<file path="src/rtl/lognet_input_packer.sv">
// Quantizes signed feature words to CODE_W-bit codes and packs NUM_FEATURES codes per output vector.
// Optional macro LOGNET_PACKER_CNT_EN adds vec_count/err_count statistics outputs.
module lognet_input_packer #(
    parameter int unsigned NUM_FEATURES = 16,
    parameter int unsigned FEAT_W       = 16,
    parameter int unsigned CODE_W       = 2,
    parameter int unsigned IN_SHIFT     = 4
) (
    input  logic                           clk,
    input  logic                           rst_n,
    input  logic                           s_valid,
    output logic                           s_ready,
    input  logic [FEAT_W-1:0]              s_data,
    input  logic                           s_last,
    output logic                           m_valid,
    input  logic                           m_ready,
    output logic [NUM_FEATURES*CODE_W-1:0] m_data,
    output logic                           frame_err
`ifdef LOGNET_PACKER_CNT_EN
    ,
    output logic [15:0]                    vec_count,
    output logic [15:0]                    err_count
`endif
);

    localparam int unsigned IDX_W    = $clog2(NUM_FEATURES);
    localparam int unsigned VEC_W    = NUM_FEATURES * CODE_W;
    localparam int unsigned CODE_MAX = (1 << CODE_W) - 1;

    logic [IDX_W-1:0]         idx;
    logic [VEC_W-1:0]         asm_q;
    logic [VEC_W-1:0]         merged;
    logic signed [FEAT_W-1:0] q;
    logic [CODE_W-1:0]        code;
    logic                     last_slot;
    logic                     out_free;
    logic                     word_xfer;
    logic                     complete;
    logic                     drop;

    // Shift-and-saturate quantizer
    always_comb begin
        q = $signed(s_data) >>> IN_SHIFT;
        if (q[FEAT_W-1]) begin
            code = '0;
        end else if ($unsigned(q) >= FEAT_W'(CODE_MAX)) begin
            code = CODE_W'(CODE_MAX);
        end else begin
            code = q[CODE_W-1:0];
        end
    end

    // Only the completing word can stall; it needs the output register free
    assign last_slot = (idx == IDX_W'(NUM_FEATURES - 1));
    assign out_free  = !m_valid || m_ready;
    assign s_ready   = !last_slot || out_free;
    assign word_xfer = s_valid && s_ready;
    assign complete  = word_xfer && last_slot && s_last;
    assign drop      = word_xfer && (last_slot != s_last);

    always_comb begin
        merged = asm_q;
        merged[int'(idx)*CODE_W +: CODE_W] = code;
    end

    // Assembly slot index and partial vector
    always_ff @(posedge clk or negedge rst_n) begin
        if (!rst_n) begin
            idx   <= '0;
            asm_q <= '0;
        end else if (word_xfer) begin
            if (complete || drop) begin
                idx   <= '0;
                asm_q <= '0;
            end else begin
                idx   <= idx + IDX_W'(1);
                asm_q <= merged;
            end
        end
    end

    // Output register: load on completion, otherwise hold until drained
    always_ff @(posedge clk or negedge rst_n) begin
        if (!rst_n) begin
            m_valid   <= 1'b0;
            m_data    <= '0;
            frame_err <= 1'b0;
        end else begin
            frame_err <= drop;
            if (complete) begin
                m_valid <= 1'b1;
                m_data  <= merged;
            end else if (m_valid && m_ready) begin
                m_valid <= 1'b0;
            end
        end
    end

`ifdef LOGNET_PACKER_CNT_EN
    // Wrapping statistics counters
    always_ff @(posedge clk or negedge rst_n) begin
        if (!rst_n) begin
            vec_count <= '0;
            err_count <= '0;
        end else begin
            vec_count <= vec_count + 16'(m_valid && m_ready);
            err_count <= err_count + 16'(frame_err);
        end
    end
`endif

endmodule
</file>
<file path="config.mk">
export PLATFORM = sky130hd
export DESIGN_NAME = lognet_input_packer
export DESIGN_NICKNAME = d
export VERILOG_FILES = /design/src/rtl/lognet_input_packer.sv
export SDC_FILE = /design/constraint.sdc
export NUM_CORES = 1
export LEC_CHECK = 0
export ABC_CLOCK_PERIOD_IN_PS = 4400
export CAP_MARGIN = 30
export CELL_PAD_IN_SITES_DETAIL_PLACEMENT = 0
export CELL_PAD_IN_SITES_GLOBAL_PLACEMENT = 2
export CORE_ASPECT_RATIO = 1.5
export CORE_MARGIN = 4
export CORE_UTILIZATION = 36
export CTS_CLUSTER_DIAMETER = 60
export DETAILED_ROUTE_END_ITERATION = 10
export HOLD_SLACK_MARGIN = 0.1
export PLACE_DENSITY = 0.95
export SLEW_MARGIN = 25
export SYNTH_ARGS = -nofsm -noshare
export SYNTH_HDL_FRONTEND = slang
export SYNTH_SLANG_ARGS = --single-unit
export TNS_END_PERCENT = 5
</file>
<file path="constraint.sdc">
create_clock -name clk -period 4.4 [get_ports clk]
set_clock_uncertainty 0.05 [all_clocks]
set_input_delay 0.44 -clock clk [delete_from_list [all_inputs] [get_ports clk]]
set_output_delay 0.44 -clock clk [all_outputs]
set_load 0.005 [all_outputs]
</file>
# Yosys cells after proc, flatten, opt, wreduce, memory -nomap -nowiden
# Cells that the tools add are included.
[op_classes]
mux = 7
shifts = 2
n_reduce_logical = 11
n_eq_ne = 2
add_sub_neg = 2
magnitude_cmp = 1
[ops]
columns = ["operator", "n"]
rows = [
  ["5-bit negation with 34-bit output", 1],
  ["2-bit by 34-bit variable shift with 32-bit output (first input constant)", 1],
  ["2-bit by 34-bit indexed part select with 32-bit output", 1],
  ["32-bit bitwise mux", 1],
  ["32-bit 2-to-1 mux", 1],
  ["16-bit by 2-bit greater-or-equal comparator with 1-bit output (second input constant)", 1],
  ["1-bit logical AND", 5],
  ["4-bit by 1-bit adder with 4-bit output (second input constant)", 1],
  ["4-bit == test (second input constant)", 1],
  ["2-bit 2-to-1 mux", 2],
  ["4-bit 2-to-1 mux", 1],
  ["1-bit logical OR", 3],
  ["1-bit zero test", 2],
  ["1-bit 2-to-1 mux", 2],
  ["2-bit nonzero test", 1],
  ["1-bit != test", 1],
]
[word_totals]
reg_bits = 70
out_inout_bits = 35
word_cells = 30

# Depth between registers and ports, before layout
# Gate-level depths: netlist of the first run.
[logic_depth]
ltp_word = 8
mapped_depth = 10
depth_no_buf = 6

# Worst setup path before layout of the first run
# OpenSTA, ideal clock, no wires.
[synth_path]
kind = "flip-flop to flip-flop"
startpoint = "register idx[0]"
endpoint = "register m_data[22]"
t_required_ns = 4.223
path_buffers = 3
path_stages_with_launch = 10
arrival_ns = 2.340
period_less_slack_ns = 2.517
setup_slack_ns = 1.883
path_cell_list = "dfrtp_1 buf_2 buf_2 nor3_1 ha_1 or4b_1 buf_2 or2_0 a221oi_1 nor2_1"
[synth_between]
elab_chain_cells = 6
elab_cells_between_ends = 10
cone_classes = "add/sub (1); eq/ne (1); shift (2); mux (1); reduce/logical (5)"
[synth_lines]
columns = ["element", "line_no", "source"]
rows = [
  ["start: declaration", "30", "logic [IDX_W-1:0] idx;"],
  ["start signal: assignment", "76", "idx <= idx + IDX_W'(1);"],
  ["branches (longest 6 deep; another with 5-bit negation with 34-bit output)", "n/a", ""],
  ["end signal: assignment", "92", "m_data <= merged;"],
  ["end: declaration", "17", "output logic [NUM_FEATURES*CODE_W-1:0] m_data,"],
]
# Several ways; the timed one is not identified.
# A chain may end at the register's enable or synchronous reset.

# Worst setup path after layout of the first run
[layout_path]
startpoint = "register idx[0]"
endpoint = "register asm_q[29]"
[layout_between]
elab_chain_cells = 8
elab_cells_between_ends = 14
cone_classes = "add/sub (1); eq/ne (2); shift (2); mux (2); reduce/logical (7)"
[layout_lines]
columns = ["element", "line_no", "source"]
rows = [
  ["branches (longest 8 deep; another with 5-bit negation with 34-bit output)", "n/a", ""],
  ["end signal: assignment", "77", "asm_q <= merged;"],
  ["end: declaration", "31", "logic [VEC_W-1:0] asm_q;"],
]
# Several ways; the timed one is not identified.

==> results of run 1 <==
cell type report:
| class | instances | area [um^2] |
|---|---|---|
| inverter | 5 | 18.8 |
| clock buffer | 14 | 264 |
| multi-input combinational | 283 | 1770 |
| clock inverter | 1 | 5.00 |
| fill | 952 | 5260 |
| timing repair buffer | 59 | 588 |
| sequential | 70 | 1750 |
| tap | 115 | 144 |
worst paths after layout:
kind / end / start / cells past startpoint
min reg2reg: m_data[14] / m_data[14] / 2
max reg2reg: asm_q[29] / idx[0] / 6
max in group asynchronous: asm_q[13] / rst_n / 3
min: m_data[14] / m_data[14] / 2
min in group asynchronous: frame_err / rst_n / 2
max: asm_q[29] / idx[0] / 6
cell families (layout without fill, tap and decap cells):
logic type | after synthesis | after routing | share of synthesized area, %
DFF | 70 | 70 | 47.8
muxes | 1 | 1 | 0.307
adders and majority gates | 3 | 3 | 1.02
AOI/OAI and AO/OA | 131 | 131 | 23.8
buffers and inverters | 34 | 79 | 3.99
and+or+nand+nor | 146 | 146 | 22.7
xor gates and xnor gates | 2 | 2 | 0.478
power breakdown:
part           total (mW)  switching, mW  internal (mW)
combinational       0.354          0.227          0.127
sequential          0.702         0.0339          0.668
clock               0.672          0.263          0.409
total                1.73          0.524           1.20
state kept, by name, summed over array words and instances, names as in the netlist:
| name | cells |
|---|---|
| asm_q | 32 |
| m_data | 32 |
| m_valid | 1 |
| frame_err | 1 |
| idx | 4 |
cell usage in the layout, fill, tap and decap left out, types with 4 or more instances in the layout:
| cell | n |
|---|---|
| a221oi_1 | 10 |
| a31oi_1 | 9 |
| clkdlybuf4s50_1 | 50 |
| buf_4 | 6 |
| a21oi_1 | 23 |
| or2_2 | 4 |
| nor2_1 | 47 |
| clkbuf_16 | 9 |
| nand4_1 | 14 |
| a22oi_1 | 4 |
| nand3_1 | 7 |
| o211ai_1 | 16 |
| nand3b_1 | 4 |
| dfrtp_1 | 70 |
| nor3_1 | 6 |
| nand2_1 | 26 |
| a22o_1 | 20 |
| o21ai_0 | 33 |
| inv_1 | 5 |
critical path, delay by kind of cell (launching register included):
kind / cells / cell delay, ns
DFF: 1 / 0.76
buffers and inverters: 1 / 0.10
adders and majority gates: 1 / 0.72
AOI/OAI and AO/OA: 3 / 0.72
and+or+nand+nor: 1 / 0.61
routing by layer:
| layer | routed length (um) | vias to the layer above | global-route usage (%) |
|---|---|---|---|
| met3 | 271 | 14 | 2.92 |
| met2 | 5300 | 48 | 31.7 |
| met5 | 0 | - | 0 |
| met4 | 170 | 0 | 6.56 |
| li1 | - | 1540 | - |
| met1 | 4280 | 1630 | 21.1 |
==> summary.md, run 1 <==
| Metric | Value |
|---|---|
| Antenna diodes | 0 |
| Most numerous cell in the Yosys netlist | dfrtp_1 |
| Post-layout min period | 3.08 ns |
| Post-CTS setup repair buffer count | 0 |
| RSZ-0062 raised after global routing | false |
| Synth area leader | dfrtp_1 |
| Mapped Nets | 411 |
| Initial core utilization | 37.4% |
| Hold_buf cts | 1 |
| Core area | 9800 um^2 |
| Sequential-to-total area share from yosys stat | 47.8% |
| Drt total wl | 10000 um |
| Worst hold path class | reg -> reg |
| Max Freq | 324 MHz |
| Max Fanout on Critical Path | 22 |
| Worst EP required | 4.57 ns |
| TritonCTS Buffers | 9 |
| Number of nets with antenna violations after routing | 0 |
| Initial DRC Count | 207 |
| Core Util, Final | 46.3% |
| Vias in the first global route | 3438 |
| Die Y | 132 um |
| Post-Synthesis Cells | 387 |
| Fin cells | 547 |
| First-pass GRT wire length | 17200 um |
| CP arrival | 3.25 ns |
| Initial antenna violation count | 0 |
| Crit Path Class | reg -> reg |
| GPL Wtd Cong | 0.784 |
| Placed cells | 531 |
| Dpl cell area | 4260 um^2 |
| Top Ports | 56 |
| Clock transition at path regs | 0.06 ns |
| Slew headroom | 42.8% |
| Clk buf depth | 2 |
| Hold Slack | 0.433 ns |
| Synthesis warning total | 0 |
| Vias | 3232 |
| CP Capture Type | register |
| Area Overhead vs Synth | 23.8% |
| Synth area leaders | dfrtp_1 48%, nor2_1 4.8%, a22o_1 4.8%, o21ai_0 4.5%, o211ai_1 3.3% |
| Setup-failing EPs final | 0 |
| Endpoints failing hold | 0 |
| Finished Cell Area | 4540 um^2 |
| Mapped Avg Cell Area | 9.47 um^2 |
| Place WS | 1.34 ns |
| Design Power | 1.73 mW |
| Setup TNS | 0 ns |
| Largest net degree at the start of global routing | 35 |
| Drt pass-1 iters | 4 |
| Max-cap viol count | 0 |
| Setup ws final | 1.32 ns |
| Reg-to-reg slack, setup | 1.32 ns |
| CTS H-tree lvls | 3 |
| Share of cells above drive strength 1 | 8.10% |
| Worst slew pin tran | 0.855 ns |
| CTS tree | done |
| Most frequent cells after synthesis | 70 x dfrtp_1, 47 x nor2_1, 33 x o21ai_0 |
| Crit path largest cell delay | 0.76 ns |
| GRT Residual Overflow | 0 |
| Crit path cell chain | inv_1 > ha_1 > or4b_1 > a21oi_1 > o21ai_0 > a22o_1 |
| Top_reg_cell synth | dfrtp_1 |
| Tcrit/Tclk final | 70.1% |
| Post-synth ARST share | 100% |
| CP Launch Type | register |
| Root Driver | clkbuf_16 |
| Maximum vdd drop | 262 uV |
| Cell Area, Synth | 3670 um^2 |
| HPWL Detailed | 6740 um |
| Clk Latency, worst-skew pair | 0.33 ns |
| Leakage | 1.84 nW |
| Port Buffer Count | 51 |
| Final Net Count | 452 |
| Share of the synthesized area in the top cell type | 47.8% |
| Die Area | 11900 um^2 |
| Seq cells post-synth | 70 |
| Crit path max-delay cell type | dfrtp_1 |
| EDFF count, synth | 0 |
| Row cnt | 44 |
| Post-route DRC | 0 |
| Outcome | finished, final reports clean |
| Post_cts resized | 0 |
| Via-to-Cell Ratio | 5.91 |
| Netlist cell types | 54 |
| Routed wire per std cell | 18.3 um |
| Slew Limit Fails | 0 |
| Die X | 90.4 um |
| Power Dens Cells | 381 nW/um^2 |
| Total GRT Usage | 17.7% |
| CTS sink count | 70 |
No activity file was read; power rests on OpenSTA's default activity.
==> run 2: changes to the inputs <==
Settings changed: ABC_CLOCK_PERIOD_IN_PS 4400 to 3200, CORE_UTILIZATION 36 to 34, PLACE_DENSITY 0.95 to 0.91.
Clock period 4.4 ns to 3.2 ns, I/O delays scaled along.
==> run 2 against run 1 <==
Wire length decreased by 1.5%. First-iteration DRC count fell by 26%. Final area grew 4.0%. Worst hold slack improved by 0.0012 ns. Sequential power grew 37%. Flip-flop and latch count unchanged. Combinational power increased by 39%. Non-clock buffer count rose by 7. Die area increased by 5.4%. Setup slack got worse by 0.78 ns. Via count rose by 0.28%. Largest cell class unchanged. Largest power group is now the clock network.
==> summary.md, run 2 (synthesized netlist as in run 1, its figures left out) <==
| Metric | Value |
|---|---|
| Finished Cell Area | 4720 um^2 (was 4540 um^2) |
| Die X | 92.8 um (was 90.4 um) |
| Drt total wl | 9870 um (was 10000 um) |
| Routed wire per std cell | 16.9 um (was 18.3 um) |
| Outcome | finished, final reports clean (unchanged) |
| CP Capture Type | register (unchanged) |
| Max Fanout on Critical Path | 16 (was 22) |
| Vias | 3241 (was 3232) |
| Final Net Count | 459 (was 452) |
| Row cnt | 46 (was 44) |
| Die Y | 135 um (was 132 um) |
| Internal power | 1.88 mW (was 1.20 mW) |
| Top Ports | 56 (unchanged) |
| Port Buffer Count | 51 (unchanged) |
| Core area | 10600 um^2 (was 9800 um^2) |
| Clk pwr share | 44.4% (was 38.9%) |
| Max-cap viol count | 0 (unchanged) |
| Share of cells above drive strength 1 | 10.5% (was 8.10%) |
| TritonCTS Buffers | 9 (unchanged) |
| Area Overhead vs Synth | 28.7% (was 23.8%) |
| CTS sink count | 70 (unchanged) |
| Combinational Power Share | 18.8% (was 20.5%) |
| Hold Slack | 0.434 ns (was 0.433 ns) |
| Max Freq | 375 MHz (was 324 MHz) |
| Clk buf depth | 2 (unchanged) |
| Drt pass-1 iters | 4 (unchanged) |
| Post-layout min period | 2.67 ns (was 3.08 ns) |
| Vias in the first global route | 3264 (was 3438) |
| Maximum vdd drop | 254 uV (was 262 uV) |
| Power Dens Cells | 553 nW/um^2 (was 381 nW/um^2) |
| CTS H-tree lvls | 3 (unchanged) |
| Clock transition at path regs | 0.05 ns (was 0.06 ns) |
| Setup TNS | 0 ns (unchanged) |
| Setup-failing EPs final | 0 (unchanged) |
| Crit Path Class | reg -> reg (unchanged) |
| CTS tree | done (unchanged) |
| Total GRT Usage | 16.3% (was 17.7%) |
| Clk Latency, worst-skew pair | 0.33 ns (about the same) |
| Antenna diodes | 0 (unchanged) |
| CP arrival | 2.83 ns (was 3.25 ns) |
| Largest regs | asm_q x32, m_data x32, idx x4 (unchanged) |
| Worst slew pin tran | 0.823 ns (was 0.855 ns) |
| First-pass GRT wire length | 16200 um (was 17200 um) |
| Tcrit/Tclk final | 83.4% (was 70.1%) |
| Worst hold path class | reg -> reg (unchanged) |
| Leakage | 1.91 nW (was 1.84 nW) |
| Endpoints failing hold | 0 (unchanged) |
| GRT Residual Overflow | 0 (unchanged) |
| Via-to-Cell Ratio | 5.55 (was 5.91) |
| Most frequent cells in the layout | 70 x dfrtp_1, 50 x clkdlybuf4s50_1, 47 x nor2_1 (unchanged) |
| Initial DRC Count | 153 (was 207) |
| RSZ-0062 raised after global routing | false (unchanged) |
| HPWL Detailed | 6880 um (was 6740 um) |
| Design Power | 2.61 mW (was 1.73 mW) |
| Sw frac | 28.0% (was 30.3%) |
| Slew Limit Fails | 0 (unchanged) |
| Core Util, Final | 44.6% (was 46.3%) |
| Initial antenna violation count | 0 (unchanged) |
| Post-route DRC | 0 (unchanged) |
| CP Launch Type | register (unchanged) |
| Root Driver | clkbuf_16 (unchanged) |
| Worst EP required | 3.37 ns (was 4.57 ns) |
| Dpl cell area | 4330 um^2 (was 4260 um^2) |
| GPL Wtd Cong | 0.815 (was 0.784) |
| Post-CTS setup repair buffer count | 0 (unchanged) |
| Largest net degree at the start of global routing | 71 (was 35) |
| Reg power frac | 36.7% (was 40.6%) |
| Initial core utilization | 34.6% (was 37.4%) |
| Die Area | 12500 um^2 (was 11900 um^2) |
| Slew headroom | 44.9% (was 42.8%) |
| Psw | 730 uW (was 524 uW) |
| Commonest non-fill, non-tap cell in the layout | dfrtp_1 (unchanged) |
| Number of nets with antenna violations after routing | 0 (unchanged) |
run 2: per-layer routing:
layer  part of all wire, %  vias up  routed length [um]  GRT usage (%)
met3                   3.6       16                 359           2.83
met1                    41     1599                4070           19.6
li1                      -     1555                   -              -
met2                    53       71                5250           28.5
met5                     0        -                   0              0
met4                   1.9        0                 192           6.76
run 2: worst paths after layout:
| kind | from | endpoint | slack [ns] | depth (start not counted) |
|---|---|---|---|---|
| max reg2reg | idx[2] | asm_q[31] | 0.53 | 6 |
| min | m_data[15] | m_data[15] | 0.43 | 2 |
| max | idx[2] | asm_q[31] | 0.53 | 6 |
| max in group asynchronous | rst_n | asm_q[11] | 2.10 | 4 |
| min in group asynchronous | rst_n | m_valid | 0.46 | 3 |
| min reg2reg | m_data[15] | m_data[15] | 0.43 | 2 |
run 2: power by group through the flow:
stage / Sequential, mW / Combinational [mW] / Clock, mW
CTS: 0.959 / 0.486 / 1.18
global placement: 0.973 / 0.476 / 0
floorplan: 0.956 / 0.333 / 0
detailed placement: 0.975 / 0.484 / 0
global route: 0.966 / 0.547 / 1.21
finish: 0.959 / 0.491 / 1.16
run 2: layout make-up:
class | instances | area [um^2]
tap | 144 | 180
clock buffer | 10 | 239
sequential | 70 | 1750
fill | 1079 | 5870
inverter | 5 | 18.8
clock inverter | 6 | 109
timing repair buffer | 66 | 653
multi-input combinational | 283 | 1770
run 2: what timing repair did:
item | in CTS | in global routing
hold buffers | 0 | 1
gates resized for setup | 0 | 0
endpoints found under the hold margin | 0 | 20
run 2: through the flow:
step | worst slack [ns] | instances
final | 0.532 | 584
after global routing | 0.265 | 584
after CTS | 0.540 | 582
after detailed placement | 0.558 | 566
after global placement | 0.596 | 566
after floorplan | 0.683 | 387
run 2: critical path, stage by stage (launching register included):
cell and delay (ns):
dfrtp_1 0.61, nor3_1 0.09, ha_1 0.46, or4b_1 0.67, a21oi_1 0.25, o21ai_0 0.14, a22o_1 0.28
